`config.mk`:
```
export PLATFORM = sky130hd
export DESIGN_NAME = traffic_light_monitor
export DESIGN_NICKNAME = d
export VERILOG_FILES = /design/src/rtl/traffic_light_monitor.sv
export SDC_FILE = /design/constraint.sdc
export NUM_CORES = 1
export LEC_CHECK = 0
export ABC_AREA = 1
export CORE_ASPECT_RATIO = 0.5
export CORE_MARGIN = 3
export CORE_UTILIZATION = 59
export DETAILED_ROUTE_END_ITERATION = 10
export PLACE_DENSITY = 0.86
export RECOVER_POWER = 100
export SYNTH_ARGS = -nofsm -noshare
export SYNTH_HDL_FRONTEND = slang
export SYNTH_SLANG_ARGS = --single-unit
```
`constraint.sdc`:
```
create_clock -name clk -period 3.4 [get_ports clk]
set_input_delay 0.51 -clock clk [delete_from_list [all_inputs] [get_ports clk]]
set_output_delay 0.51 -clock clk [all_outputs]
set_load 0.05 [all_outputs]
```
`src/rtl/traffic_light_monitor.sv`:
```
// Passive checker for the cyclic lamp bus: validates one-hot encoding, G->Y->R order
// and per-phase dwell bounds, raising sticky error flags and counting completed cycles.
module traffic_light_monitor #(
    parameter int MIN_DWELL = 1,
    parameter int MAX_DWELL = 4,
    parameter int DWELL_W   = 8,
    parameter int CNT_W     = 16
) (
    input  logic             clk,
    input  logic             reset_n,
    input  logic [2:0]       light,
    input  logic             clr_err,
    output logic [1:0]       phase,
    output logic             locked,
    output logic             fault,
    output logic             err_illegal,
    output logic             err_seq,
    output logic             err_dwell,
    output logic [CNT_W-1:0] cycle_count
);

    // state   | meaning
    // IDLE    | waiting for first green, no checking
    // GREEN   | tracking green phase
    // YELLOW  | tracking yellow phase
    // RED     | tracking red phase
    // FAULT   | violation seen, held until clr_err or reset
    typedef enum logic [2:0] {
        S_IDLE   = 3'd0,
        S_GREEN  = 3'd1,
        S_YELLOW = 3'd2,
        S_RED    = 3'd3,
        S_FAULT  = 3'd4
    } state_t;

    localparam logic [2:0] CODE_G = 3'b001;
    localparam logic [2:0] CODE_Y = 3'b010;
    localparam logic [2:0] CODE_R = 3'b100;

    localparam logic [DWELL_W-1:0] MIN_D = DWELL_W'(MIN_DWELL);
    localparam logic [DWELL_W-1:0] MAX_D = DWELL_W'(MAX_DWELL);
    localparam logic [DWELL_W-1:0] ONE_D = DWELL_W'(1);

    state_t             state, state_nxt;
    logic [DWELL_W-1:0] dwell, dwell_nxt;
    logic               set_illegal, set_seq, set_dwell, inc_cycle;
    logic [2:0]         cur_code, next_code;
    state_t             next_phase;
    logic               code_legal;

    assign code_legal = (light == CODE_G) || (light == CODE_Y) || (light == CODE_R);

    always_comb begin
        cur_code   = CODE_G;
        next_code  = CODE_Y;
        next_phase = S_YELLOW;
        case (state)
            S_YELLOW: begin
                cur_code   = CODE_Y;
                next_code  = CODE_R;
                next_phase = S_RED;
            end
            S_RED: begin
                cur_code   = CODE_R;
                next_code  = CODE_G;
                next_phase = S_GREEN;
            end
            default: ;
        endcase
    end

    always_comb begin
        state_nxt   = state;
        dwell_nxt   = dwell;
        set_illegal = 1'b0;
        set_seq     = 1'b0;
        set_dwell   = 1'b0;
        inc_cycle   = 1'b0;
        case (state)
            S_IDLE: begin
                if (light == CODE_G) begin
                    state_nxt = S_GREEN;
                    dwell_nxt = ONE_D;
                end
            end
            S_GREEN, S_YELLOW, S_RED: begin
                if (!code_legal) begin
                    set_illegal = 1'b1;
                    state_nxt   = S_FAULT;
                    dwell_nxt   = '0;
                end else if (light == cur_code) begin
                    if (dwell == MAX_D) begin
                        set_dwell = 1'b1;
                        state_nxt = S_FAULT;
                        dwell_nxt = '0;
                    end else begin
                        dwell_nxt = dwell + ONE_D;
                    end
                end else if (light == next_code) begin
                    if (dwell < MIN_D) begin
                        set_dwell = 1'b1;
                        state_nxt = S_FAULT;
                        dwell_nxt = '0;
                    end else begin
                        state_nxt = next_phase;
                        dwell_nxt = ONE_D;
                        inc_cycle = (state == S_RED);
                    end
                end else begin
                    set_seq   = 1'b1;
                    state_nxt = S_FAULT;
                    dwell_nxt = '0;
                end
            end
            default: ;
        endcase
        // clr_err overrides any violation or advance decided above
        if (clr_err) begin
            state_nxt = S_IDLE;
            dwell_nxt = '0;
        end
    end

    always_ff @(posedge clk or negedge reset_n) begin
        if (!reset_n) begin
            state       <= S_IDLE;
            dwell       <= '0;
            err_illegal <= 1'b0;
            err_seq     <= 1'b0;
            err_dwell   <= 1'b0;
            cycle_count <= '0;
        end else begin
            state <= state_nxt;
            dwell <= dwell_nxt;
            if (clr_err) begin
                err_illegal <= 1'b0;
                err_seq     <= 1'b0;
                err_dwell   <= 1'b0;
                cycle_count <= '0;
            end else begin
                err_illegal <= err_illegal | set_illegal;
                err_seq     <= err_seq | set_seq;
                err_dwell   <= err_dwell | set_dwell;
                if (inc_cycle) begin
                    cycle_count <= cycle_count + CNT_W'(1);
                end
            end
        end
    end

    always_comb begin
        phase  = 2'b11;
        locked = 1'b0;
        fault  = 1'b0;
        case (state)
            S_GREEN: begin
                phase  = 2'b00;
                locked = 1'b1;
            end
            S_YELLOW: begin
                phase  = 2'b01;
                locked = 1'b1;
            end
            S_RED: begin
                phase  = 2'b10;
                locked = 1'b1;
            end
            S_FAULT: fault = 1'b1;
            default: ;
        endcase
    end

endmodule

```
==> qor.txt <==
Crit path max fanout = 9
Vias/cell = 5.379
# hold bufs at CTS = 0
Pwr per Cell Area = 443.5 nW/um^2
Actual slew at the worst max-slew pin = 1.609 ns
H-tree Lvls = 2
Critical path's top delay family = buffers and inverters
Synth warn = 0
PortBufs = 28
Slowest-stage cell, CP = dlygate4sd3_1
Die area = 4194 sq um
Initial antenna violation count = 0
Fill count = 252
CP max stage delay = 0.88 ns
RePlAce Congestion = 0.9434
Num rows = 14
Post-Syn Instances = 294
Chip height = 47.32 um
Clock slew at reported path FFs = 0.06 ns
Period utilization = 83.17%
Synthesis-stage register bit count = 30
Final-report max-slew violation count = 31
DR iter-0 viols = 132
Clk buf depth = 2
Fmax = 353.6 MHz
Failing checks = max-capacitance violations, max-slew violations
Chip width = 88.64 um
Core area = 3136 sq um
First-pass GRT wire length = 7893 um
Most common cell type on the critical path = nand2_1
ANT cells = 0
Mapped Area = 2014 sq um
WS Path Type = reg -> out
Outcome = finished, violations left
Critical path data arrival time = 2.32 ns
I/O pin count = 29
Final setup TNS = 0 ns
Number of global-route vias before repair = 1840
Buf/Inv on CP = 3
Post-CTS setup buffer count = 0
First-pass DRT Iterations = 4
Share of cells above drive strength 1 = 4.893%
Placed Area = 2333 sq um
Headroom to the max-slew limit = -7.266%
Mean Syn Cell Area = 6.852 sq um
Hpwl dp = 3471 um
Largest net degree at the start of global routing = 31
Seq/Total Area, Yosys = 37.27%
CP Capture Type = output port
Total congestion overflow = 0
Post_cts resized = 0
ANT nets after route = 0
Synth cell types = 30
Clock Sinks = 30
Via count = 1974
Clock Latency Late Sink = 0.29 ns
Final nets = 337
RSZ-0062 raised after global routing = no
CP Data Required Time = 2.89 ns
Worst hold path type = reg -> reg
Setup Skew = 0.004215 ns
Critical path startpoint category = flop
Final instance area = 2364 sq um
CTS tree = done
CTS root buf = clkbuf_8
Syn Nets = 304
Setup violators final = 0
Num CTS Buffers = 5
Syn-to-layout area delta = 17.33%
LEAKAGE = 1.126 nW
Post-route DRC = 0
Maxcap violations = 1
IR drop worst, VDD = 0.3108 mV
Total Wirelength = 4692 um
Initial Util = 64.25%
Final Hold Violating Endpoints = 0
Minimum clock period = 2.828 ns
Routed len/inst = 12.78 um
Crit-path cells = nor2_1 > inv_1 > nand2_1 > clkinv_1 > nand2_1 > dlygate4sd3_1
Global Route Usage Sum = 25.11%
synth_stat cells, drive strengths merged:
master  instances  area [sq um]
o22ai           1         6.260
a31o            2         17.52
clkbuf          2         7.510
a21oi           6         30.03
nor3            9         45.04
nor2           43         173.9
ha              4         50.05
clkinv          1         3.750
a22o            1         8.760
o21ai          18         105.1
xor2            7         61.31
o21bai          1         7.510
nand3          34         170.2
nand2          87         352.8
a21o            1         7.510
dfrtp          30         750.7
inv            36         140.1
buf             2         18.77
nand3b          1         7.510
nand4           8         50.05
worst paths after layout:
check / from / endpoint / slack (ns) / depth (start not counted)
min reg2reg: err_illegal$_DFF_PN0_ / err_illegal$_DFF_PN0_ / 0.51 / 1
min in group asynchronous: reset_n / cycle_count[10]$_DFFE_PN0P_ / 1.17 / 2
min: err_illegal$_DFF_PN0_ / err_illegal$_DFF_PN0_ / 0.51 / 1
max reg2reg: state[2]$_DFFE_PN0P_ / cycle_count[9]$_DFFE_PN0P_ / 1.11 / 9
max in group asynchronous: reset_n / state[2]$_DFFE_PN0P_ / 1.30 / 2
max: state[1]$_DFFE_PN0P_ / phase[1] / 0.57 / 6
registers in the layout, indices dropped and copies added, names as in the netlist:
name and cells:
cycle_count 16, dwell 8, state 3, err_dwell 1, err_illegal 1, err_seq 1
worst register-to-register path: cells and delay by family (launching register included):
kind | cells | cell delay, ns
and+or+nand+nor | 6 | 1.30
DFF | 1 | 0.43
buffers and inverters | 2 | 0.24
AOI/OAI and AO/OA | 1 | 0.24
final cells by class:
| type | instances | area (sq um) | area share (%) |
|---|---|---|---|
| well taps | 40 | 50.05 | 2.118 |
| clock buffers | 5 | 68.82 | 2.912 |
| repair buffers | 30 | 291.5 | 12.33 |
| multi-input cells | 223 | 1049 | 44.36 |
| flip-flops and latches | 30 | 750.7 | 31.76 |
| clock inverters | 2 | 10.01 | 0.4235 |
| inverters | 37 | 143.9 | 6.088 |
report_power, final:
group	switching, mW	leakage [nW]	total [mW]	internal, mW
logic	0.270	0.667	0.366	0.0969
registers	0.0242	0.415	0.406	0.382
clock network	0.139	0.0438	0.276	0.137
through the flow:
| stage | hold slack (ns) | cells | worst slack [ns] | utilization, % | power [mW] |
|---|---|---|---|---|---|
| after detailed placement | 0.4973 | 360 | 0.9564 | 74.42 | 0.7960 |
| after global placement | 0.5030 | 360 | 1.031 | 74.42 | 0.7858 |
| after global routing | 0.5427 | 367 | 0.4675 | 75.38 | 1.101 |
| final | 0.5086 | 367 | 0.5723 | 75.38 | 1.048 |
| after floorplan | 0.2144 | 294 | 1.146 | - | 0.6769 |
| after CTS | 0.5119 | 367 | 0.6465 | 76.94 | 1.069 |
cell families (layout without fill, tap and decap cells):
group	count (synthesis)	count (layout)	share of synthesized area, %
adders and majority gates	4	4	2.485
buffers and inverters	41	74	8.448
xor gates and xnor gates	7	7	3.044
AOI/OAI and AO/OA	30	30	9.069
and+or+nand+nor	182	182	39.69
DFF	30	30	37.27
routing by layer:
metal,up-vias,wire (um),GRT usage (%)
met4,0,99,10.84
met5,-,0,0
met3,12,234,5.954
li1,1016,-,-
met2,68,2182,43.07
met1,878,2177,31.18
placed cells by master (no fill, tap or decap), drive strengths merged, types with 2 or more instances in the layout:
master / Yosys / layout
xor2: 7 / 7
o21ai: 18 / 18
inv: 36 / 36
nand2: 87 / 87
clkinv: 1 / 3
nor3: 9 / 9
ha: 4 / 4
nand3: 34 / 34
nor2: 43 / 43
clkbuf: 2 / 6
clkdlybuf4s50: 0 / 3
a31o: 2 / 2
nand4: 8 / 8
a21oi: 6 / 6
dfrtp: 30 / 30
dlygate4sd3: 0 / 25
Power figures use the tool's default switching activity.
